File: src/rtl/enemy_sprite_ctrl.sv
// Patrol-enemy controller and renderer: WALK/FROZEN/DEAD behaviour plus a pipelined sprite ROM lookup.
// col/row -> rom_addr/rom_frame takes 1 cycle; rom_addr -> vga_enemy/pix_valid takes 2 more (ROM read, output register).
module enemy_sprite_ctrl #(
    parameter int          SPR_W         = 34,
    parameter int          SPR_H         = 33,
    parameter int          AW            = $clog2(SPR_W*SPR_H),
    parameter int          X0            = 240,
    parameter int          Y0            = 277,
    parameter int          STEP          = 1,
    parameter int          SPAN          = 64,
    parameter int          WALK_TICKS    = 3,
    parameter int          FZ_T0         = 2,
    parameter int          FZ_T1         = 6,
    parameter int          FREEZE_TICKS  = 120,
    parameter int          RESPAWN_TICKS = 240,
    parameter int          KEY_EN        = 1,
    parameter logic [11:0] TRANSPARENT   = 12'h000
) (
    input  logic          clk,
    input  logic          rst,
    input  logic          tick,
    input  logic          freeze_req,
    input  logic          hit,
    input  logic [9:0]    col_addr_x,
    input  logic [8:0]    row_addr_y,
    input  logic [11:0]   rom_data,
    output logic [AW-1:0] rom_addr,
    output logic [2:0]    rom_frame,
    output logic [11:0]   vga_enemy,
    output logic          pix_valid,
    output logic [9:0]    x_pos,
    output logic [8:0]    y_pos,
    output logic          facing,
    output logic [1:0]    st
);

    typedef enum logic [1:0] {
        S_WALK   = 2'd0,
        S_FROZEN = 2'd1,
        S_DEAD   = 2'd2
    } state_e;

    localparam int CW = 16;

    state_e          state_q, state_d;
    logic [9:0]      x_q, x_d;
    logic            facing_q, facing_d;
    logic [CW-1:0]   leg_q, leg_d;
    logic [CW-1:0]   wtick_q, wtick_d;
    logic [1:0]      wph_q, wph_d;
    logic [CW-1:0]   fz_q, fz_d;
    logic [CW-1:0]   dead_q, dead_d;

    // NOTE: every always_comb output gets a default first, so no path can infer a latch.
    always_comb begin
        state_d  = state_q;
        x_d      = x_q;
        facing_d = facing_q;
        leg_d    = leg_q;
        wtick_d  = wtick_q;
        wph_d    = wph_q;
        fz_d     = fz_q;
        dead_d   = dead_q;
        case (state_q)
            S_WALK: begin
                if (hit) begin
                    state_d = S_DEAD;
                    dead_d  = '0;
                end else if (freeze_req) begin
                    state_d = S_FROZEN;
                    fz_d    = '0;
                end else if (tick) begin
                    x_d = facing_q ? x_q + 10'(STEP) : x_q - 10'(STEP);
                    if (leg_q == CW'(SPAN-1)) begin
                        leg_d    = '0;
                        facing_d = ~facing_q;
                    end else begin
                        leg_d = leg_q + 1'b1;
                    end
                    if (wtick_q == CW'(WALK_TICKS-1)) begin
                        wtick_d = '0;
                        wph_d   = (wph_q == 2'd2) ? 2'd0 : wph_q + 2'd1;
                    end else begin
                        wtick_d = wtick_q + 1'b1;
                    end
                end
            end
            S_FROZEN: begin
                if (hit) begin
                    state_d = S_DEAD;
                    dead_d  = '0;
                end else if (freeze_req) begin
                    fz_d = '0;
                end else if (tick) begin
                    if (fz_q == CW'(FREEZE_TICKS-1)) begin
                        state_d = S_WALK;
                        fz_d    = '0;
                    end else begin
                        fz_d = fz_q + 1'b1;
                    end
                end
            end
            S_DEAD: begin
                if (tick) begin
                    if (RESPAWN_TICKS != 0 && dead_q == CW'(RESPAWN_TICKS-1)) begin
                        state_d  = S_WALK;
                        x_d      = 10'(X0);
                        facing_d = 1'b0;
                        leg_d    = '0;
                        wtick_d  = '0;
                        wph_d    = '0;
                        fz_d     = '0;
                        dead_d   = '0;
                    end else begin
                        dead_d = dead_q + 1'b1;
                    end
                end
            end
            default: state_d = S_WALK;
        endcase
    end

    // NOTE: sequential state uses non-blocking assignments so every register samples pre-edge values.
    always_ff @(posedge clk) begin
        if (rst) begin
            state_q  <= S_WALK;
            x_q      <= 10'(X0);
            facing_q <= 1'b0;
            leg_q    <= '0;
            wtick_q  <= '0;
            wph_q    <= '0;
            fz_q     <= '0;
            dead_q   <= '0;
        end else begin
            state_q  <= state_d;
            x_q      <= x_d;
            facing_q <= facing_d;
            leg_q    <= leg_d;
            wtick_q  <= wtick_d;
            wph_q    <= wph_d;
            fz_q     <= fz_d;
            dead_q   <= dead_d;
        end
    end

    // Stage 0: 11-bit box compare so x_pos+SPR_W-1 never wraps.
    logic [10:0]   col_w, row_w, x_w, y_w, x_end, y_end, dx, dy, dxm;
    logic          in_box;
    logic [AW-1:0] addr_d;
    logic [2:0]    frame_d;

    always_comb begin
        col_w  = {1'b0, col_addr_x};
        row_w  = {2'b00, row_addr_y};
        x_w    = {1'b0, x_q};
        y_w    = 11'(Y0);
        x_end  = x_w + 11'(SPR_W-1);
        y_end  = y_w + 11'(SPR_H-1);
        in_box = (col_w >= x_w) && (col_w <= x_end) && (row_w >= y_w) && (row_w <= y_end);
        dx     = col_w - x_w;
        dy     = row_w - y_w;
        dxm    = facing_q ? (11'(SPR_W-1) - dx) : dx;
        addr_d = in_box ? AW'(32'(dy) * 32'(SPR_W) + 32'(dxm)) : '0;
        if (state_q == S_FROZEN) begin
            if (fz_q < CW'(FZ_T0))              frame_d = 3'd3;
            else if (fz_q < CW'(FZ_T0 + FZ_T1)) frame_d = 3'd4;
            else                                frame_d = 3'd5;
        end else begin
            frame_d = {1'b0, wph_q};
        end
    end

    logic          live0_q, live1_q, pix_q;
    logic [AW-1:0] rom_addr_q;
    logic [2:0]    rom_frame_q;
    logic [11:0]   vga_q;
    logic          opaque;

    assign opaque = live1_q && ((KEY_EN == 0) || (rom_data != TRANSPARENT));

    always_ff @(posedge clk) begin
        if (rst) begin
            live0_q     <= 1'b0;
            rom_addr_q  <= '0;
            rom_frame_q <= '0;
            live1_q     <= 1'b0;
            pix_q       <= 1'b0;
            vga_q       <= '0;
        end else begin
            live0_q     <= in_box && (state_q != S_DEAD);
            rom_addr_q  <= addr_d;
            rom_frame_q <= frame_d;
            live1_q     <= live0_q;
            pix_q       <= opaque;
            vga_q       <= opaque ? rom_data : 12'h000;
        end
    end

    assign rom_addr  = rom_addr_q;
    assign rom_frame = rom_frame_q;
    assign vga_enemy = vga_q;
    assign pix_valid = pix_q;
    assign x_pos     = x_q;
    assign y_pos     = 9'(Y0);
    assign facing    = facing_q;
    assign st        = state_q;

endmodule

File: config.mk
export PLATFORM = sky130hd
export DESIGN_NAME = enemy_sprite_ctrl
export DESIGN_NICKNAME = d
export VERILOG_FILES = /design/src/rtl/enemy_sprite_ctrl.sv
export SDC_FILE = /design/constraint.sdc
export NUM_CORES = 1
export LEC_CHECK = 0
export ABC_CLOCK_PERIOD_IN_PS = 5000
export BUFFER_PORTS_ARGS = -buffer_cell sky130_fd_sc_hd__buf_4
export CAP_MARGIN = 40
export CORE_MARGIN = 2
export CORE_UTILIZATION = 40
export DETAILED_ROUTE_END_ITERATION = 16
export HOLD_SLACK_MARGIN = 0.03
export MAX_ROUTING_LAYER = met4
export PLACE_DENSITY = 0.71
export SLEW_MARGIN = 10
export SYNTH_ARGS = -nofsm -noshare
export SYNTH_HDL_FRONTEND = slang
export SYNTH_SLANG_ARGS = --single-unit
export TNS_END_PERCENT = 30
File: constraint.sdc
create_clock -name clk -period 5 [get_ports clk]
set_input_delay 0.25 -clock clk [delete_from_list [all_inputs] [get_ports clk]]
set_output_delay 0.25 -clock clk [all_outputs]
set_load 0.01 [all_outputs]
### Word level (Yosys, flattened, before mapping)

Cells that the tools add are included.

| storage, ports and cells | value |
|---|---|
| bits in registers | 108 |
| bits of input ports | 36 |
| output and inout bits | 49 |
| word-level logic and storage cells | 137 |

| operators by class | value |
|---|---|
| add/sub/neg operators | 12 |
| $mul | 1 |
| $lt $le $gt $ge | 6 |
| equal/unequal tests | 23 |
| mux-type cells | 56 |
| bitwise operators | 4 |
| reductions and logical operators | 20 |

Operators by type and width:

| cell | number |
|---|---|
| 2-to-1 mux 16 bit | 19 |
| case mux 16 bit (2 select lines) | 3 |
| adder 16 x 1 -> 16 bit, second input constant | 4 |
| 2-to-1 mux 10 bit | 6 |
| case mux 16 bit (3 select lines) | 1 |
| 2-to-1 mux 2 bit | 15 |
| AND reduction 7 bit | 3 |
| inequality test 2 bit, second input constant | 10 |
| case mux 10 bit (2 select lines) | 1 |
| equality test 16 x 2 -> 1 bit, second input constant | 1 |
| equality test 16 x 6 -> 1 bit, second input constant | 1 |
| equality test 16 x 7 -> 1 bit, second input constant | 1 |
| equality test 16 x 8 -> 1 bit, second input constant | 1 |
| < comparator 16 x 2 -> 1 bit, second input constant | 1 |
| < comparator 16 x 4 -> 1 bit, second input constant | 1 |
| inequality test 3 bit, second input constant | 5 |
| AND reduction 6 bit | 2 |
| nonzero test 12 bit | 1 |
| adder 10 x 6 -> 11 bit, second input constant | 1 |
| adder 11 bit | 1 |
| less-or-equal comparator 10 x 11 -> 1 bit | 1 |
| multiplier 11 x 5 -> 10 bit, second input constant | 1 |
| 2-to-1 mux 11 bit | 1 |
| subtractor 10 x 10 -> 11 bit | 1 |
| 23 further kinds | 40 |

### Longest topological paths before layout

| depth | value |
|---|---|
| depth in word-level cells | 7 |
| mapped depth | 18 |
| gate-level depth less buffers | 18 |

### Least setup slack after synthesis

Ideal clock, no wire load.

| timing | value |
|---|---|
| path type | reg-to-reg |
| from | register x_q[2] (netlist: x_pos[2]) |
| to | register rom_addr_q[10] (netlist: rom_addr[10]) |
| setup time | 0.117 ns |
| arrival | 3.263 ns |
| data required time | 4.883 ns |
| slack | 1.620 ns |
| cell stages (with the launch flop) | 18 |
| buffers on the path | 1 |
| period minus slack after synthesis | 3.380 ns |
| cells stage by stage | dfxtp_1 clkbuf_1 inv_1 ha_1 or2_2 o22ai_1 xnor2_1 nor3b_1 nand2_1 xor2_1 ha_1 a21oi_1 o21ai_0 o31a_1 a31oi_1 xnor2_1 xnor2_1 nor2_1 |

| between the ends | value |
|---|---|
| longest elaborated chain between the ends | 7 |
| elaborated cells on any way between the ends | 12 |
| those cells by class | add/sub: 4; order compare: 2; mux: 1; bitwise: 1; reduce/logical: 4 |

RTL lines:

| what | RTL line | source |
|---|---|---|
| start: declaration | 46 | `logic [9:0] x_q, x_d;` |
| start signal: assignment | 127 | `x_q <= 10'(X0);` |
| branches (longest 7 deep; another with subtractor 10 x 10 -> 11 bit) | - |  |
| end signal: assignment | 191 | `rom_addr_q <= addr_d;` |
| end: declaration | 174 | `logic [AW-1:0] rom_addr_q;` |

Several ways; the timed one is not identified.
A chain may end at the register's enable or synchronous reset.

### Worst setup path after layout

| timing | value |
|---|---|
| from | register x_q[0] (netlist: x_pos[0]) |
| to | register rom_addr_q[10] (netlist: rom_addr[10]) |

The elaborated chain is that of the path after synthesis.

==> summary.txt <==
Outcome
  • Status: completed

Place
  • RD Place Congestion: 0.9332
  • # port buffers: 75
  • DP HPWL: 10.61 mm

Logic synthesis
  • FFs w/ async S/R, synth: 0%
  • Syn_area_per_cell: between 8 and 9 um2
  • Syn Inst Count: 827
  • Synth area leader: dfxtp_1
  • Yosys warning count: 0
  • Post-synthesis xor/xnor area fraction: 10.61%
  • EDFF count, synth: 0
  • Seq/Total Area, Yosys: 31.94%
  • Most common flop cell mapped by yosys: dfxtp_1
  • Post-Synth Adder-Cell Area: 11.35%
  • Compound-Gate Fraction of Synth Area: between 10% and 20%
  • Simple-Gate Fraction of Synth Area: 26.89%
  • Post-synth top area share: between 30% and 40%
  • Largest family of logic cells by synthesized area: simple AND/OR/NAND/NOR gates
  • Cell area after synthesis: 0.006769 mm2
  • Synth top area cells: dfxtp_1 32%, ha_1 10%, nor2_1 6.5%, xnor2_1 6.2%, xor2_1 4.4%
  • Synth Register Bits: 108
  • Synth cell types: 66
  • Post-synthesis mux area share: 0.4436%

Worst setup path
  • CP dominant cell by count: xnor2_1
  • Crit-path cells: ha_1 > fa_1 > nor2b_1 > o22ai_1 > xnor2_1 > nor3b_1 > nand2_1 > xor2_1 > ha_1 > a21oi_1 > o21ai_0 > o31a_1 > a31oi_1 > xnor2_1 > xnor2_1 > nor2_1
  • Critical path launch point type: flop
  • Master of the slowest instance on the critical path: fa_1
  • Crit Path Class: reg2reg
  • Crit end category: flop
  • Critical Path RT: 5240 ps
  • Slowest stage delay, CP: between 400 and 500 ps
  • Crit path DAT: 3880 ps
  • Worst-path maximum fanout: 8

Power
  • Pwr Density: 260.9 mW/mm2
  • Static Leak: 3.133 nW
  • Pwr Total: 2.027 mW
  • Peak VDD IR: approximately 0.00016 V

STA
  • Slew @ Worst Pin: ~780 ps
  • Layout Skew: around 7.5 ps
  • Final worst path period need: 3642 ps
  • Rel. slew slack: 48.29%
  • Final hold vios: 0
  • Pins Over Slew Limit: 0
  • RSZ-0062 raised after global routing: no
  • Period utilisation layout: ~73%
  • TNS Setup: 0 ps
  • Setup violators final: 0
  • Max frequency: 274.6 MHz

Floorplan
  • Core box area: 0.01658 mm2
  • Initial Util: 40.82%
  • Number of placed I/O pins: 85
  • Die Area: 0.01798 mm2
  • Chip Width: roughly 130 um
  • # rows: 47
  • Die span in y: 134.1 um

Clocking
  • Clock tree buffer depth: 2
  • Post-CTS Resized: 0
  • Clock root cell: clkbuf_16
  • # H-tree levels: 3
  • Worst-path clk slew: 70 ps
  • CTS hold repair buffers: 0
  • CTS buffer count: 9
  • Post-CTS Setup Inserts: 0
  • Clk sink count: ~110
  • CTS tree: built
  • Clk_lat worst skew: 350 ps

Finish
  • Final net count: 984
  • Layout cells sized above 1: 13.09%
  • Area grow syn2layout: 14.75%
  • N_diodes: 0

Global routing
  • Vias in the first global route: 5330
  • Largest net degree at the start of global routing: 55
  • Total track usage: 16.92%
  • Antenna violations before repair: 0
  • Global-route wire length before repair: between 20 and 25 mm
  • Overflow after GRT: 0

Detailed routing
  • Final ANT Viol Nets: 0
  • DR vias: 5778
  • DR iter-0 viols: 371
  • Drt first pass iters: 4
  • DRC viols: 0
  • Routed len/inst: around 13 um
  • Vias per cell: between 5 and 6
  • Total Wirelength: 14.44 mm

Worst hold path
  • Hold Path Class: in2reg

Job
  • Max Cap Viol: 0
## cell usage after synthesis, types with 3 or more instances
cell,number
nor2_1,117
dfxtp_1,108
nand2_1,62
ha_1,55
xnor2_1,48
a21oi_1,39
xor2_1,34
nand3_1,33
o21ai_0,33
inv_1,26
nor3_1,26
clkbuf_1,19
a21o_1,17
nand2b_1,15
and2_1,14
nand4_1,14
nor4_1,14
and3_1,11
buf_4,10
nor2b_1,10
a31oi_1,9
a311oi_1,7
or3_1,7
buf_2,6
or2_2,6
a22oi_1,5
nor3b_1,5
a211oi_1,4
and4_1,4
fa_1,4
nor2_2,4
nor3_2,4
o21a_1,4
o22ai_1,4
mux2i_1,3
o2111ai_1,3
o21bai_1,3
or4_1,3
## area by class of cell
class,instances,area (um2)
fillers,1614,8816
multi-input cells,664,4348
flip-flops and latches,108,2162
repair buffers,80,598.1
well taps,220,275.3
clock buffers,11,242.7
inverters,26,97.59
clock inverters,5,43.79
## cell families after synthesis
group / Yosys count
simple gates: 361
other cells: 2
mux: 3
buf+inv: 62
fa+ha+maj: 59
flops: 108
xor+xnor: 82
compound gates: 150
## power breakdown
part	internal [mW]	leakage (nW)	total (mW)	switching [mW]
Combinational	0.213	2.13	0.457	0.244
Sequential	0.866	0.871	0.876	0.0103
Clock	0.359	0.135	0.693	0.334
Total	1.44	3.13	2.03	0.589
## state kept, by name, summed over array words and instances, names as in the netlist, 3 cells and up
register and flops:
dead_q 16, wtick_q 16, x_pos 10, leg_q 16, vga_enemy 12, rom_frame 3
fz_q 16, rom_addr 11
## worst paths after layout
kind	start	end	slack, ps	cells after the start
setup / recovery	x_pos[0]	rom_addr[10]	1360	16
hold / removal	hit	st[0]	80	2
setup reg to reg	x_pos[0]	rom_addr[10]	1360	16
hold reg to reg	live0_q	live1_q	460	1
## cell usage in the layout (no fill, tap or decap), drive strengths merged, types with 10 or more instances in the layout
| cell | n |
|---|---|
| nand3 | 33 |
| xor2 | 34 |
| a31oi | 10 |
| nand2 | 63 |
| and3 | 12 |
| dfxtp | 108 |
| nor2 | 121 |
| o21ai | 35 |
| a21oi | 40 |
| buf | 80 |
| nor4 | 14 |
| ha | 55 |
| nand4 | 14 |
| and2 | 14 |
| clkbuf | 11 |
| xnor2 | 48 |
| a21o | 17 |
| nor2b | 10 |
| inv | 29 |
| nand2b | 15 |
| nor3 | 31 |
## metal layers
metal	wire (um)	track usage (%)	vias up	part of all wire (%)
met2	6836	27.81	95	47
met1	6963	21.30	2664	48
li1	-	-	3009	-
met4	133	4.327	0	0.92
met3	505	3.553	10	3.5
met5	0	-	-	0
## critical path: cells and delay by family, from the launching register on
family	cells	cell delay, ps
fa+ha+maj	3	990
compound gates	5	930
xor+xnor	4	630
simple gates	4	590
flops	1	390
## stage by stage
step / hold WS, ps / utilization, % / instances / setup WS, ps / cell area, um2
6_report: 80.57 / 46.84 / 1114 / 1358 / 7767
5_1_grt: 64.57 / 46.84 / 1114 / 1058 / 7767
4_1_cts: 60.59 / 46.84 / 1114 / 1374 / 7767
3_5_place_dp: 444.7 / 45.11 / 1098 / 1395 / 7481
3_3_place_gp: 436.4 / 44.99 / 1095 / 1465 / 7461
2_1_floorplan: 328.7 / - / 834 / 1620 / 6795
Power figures use the tool's default switching activity.
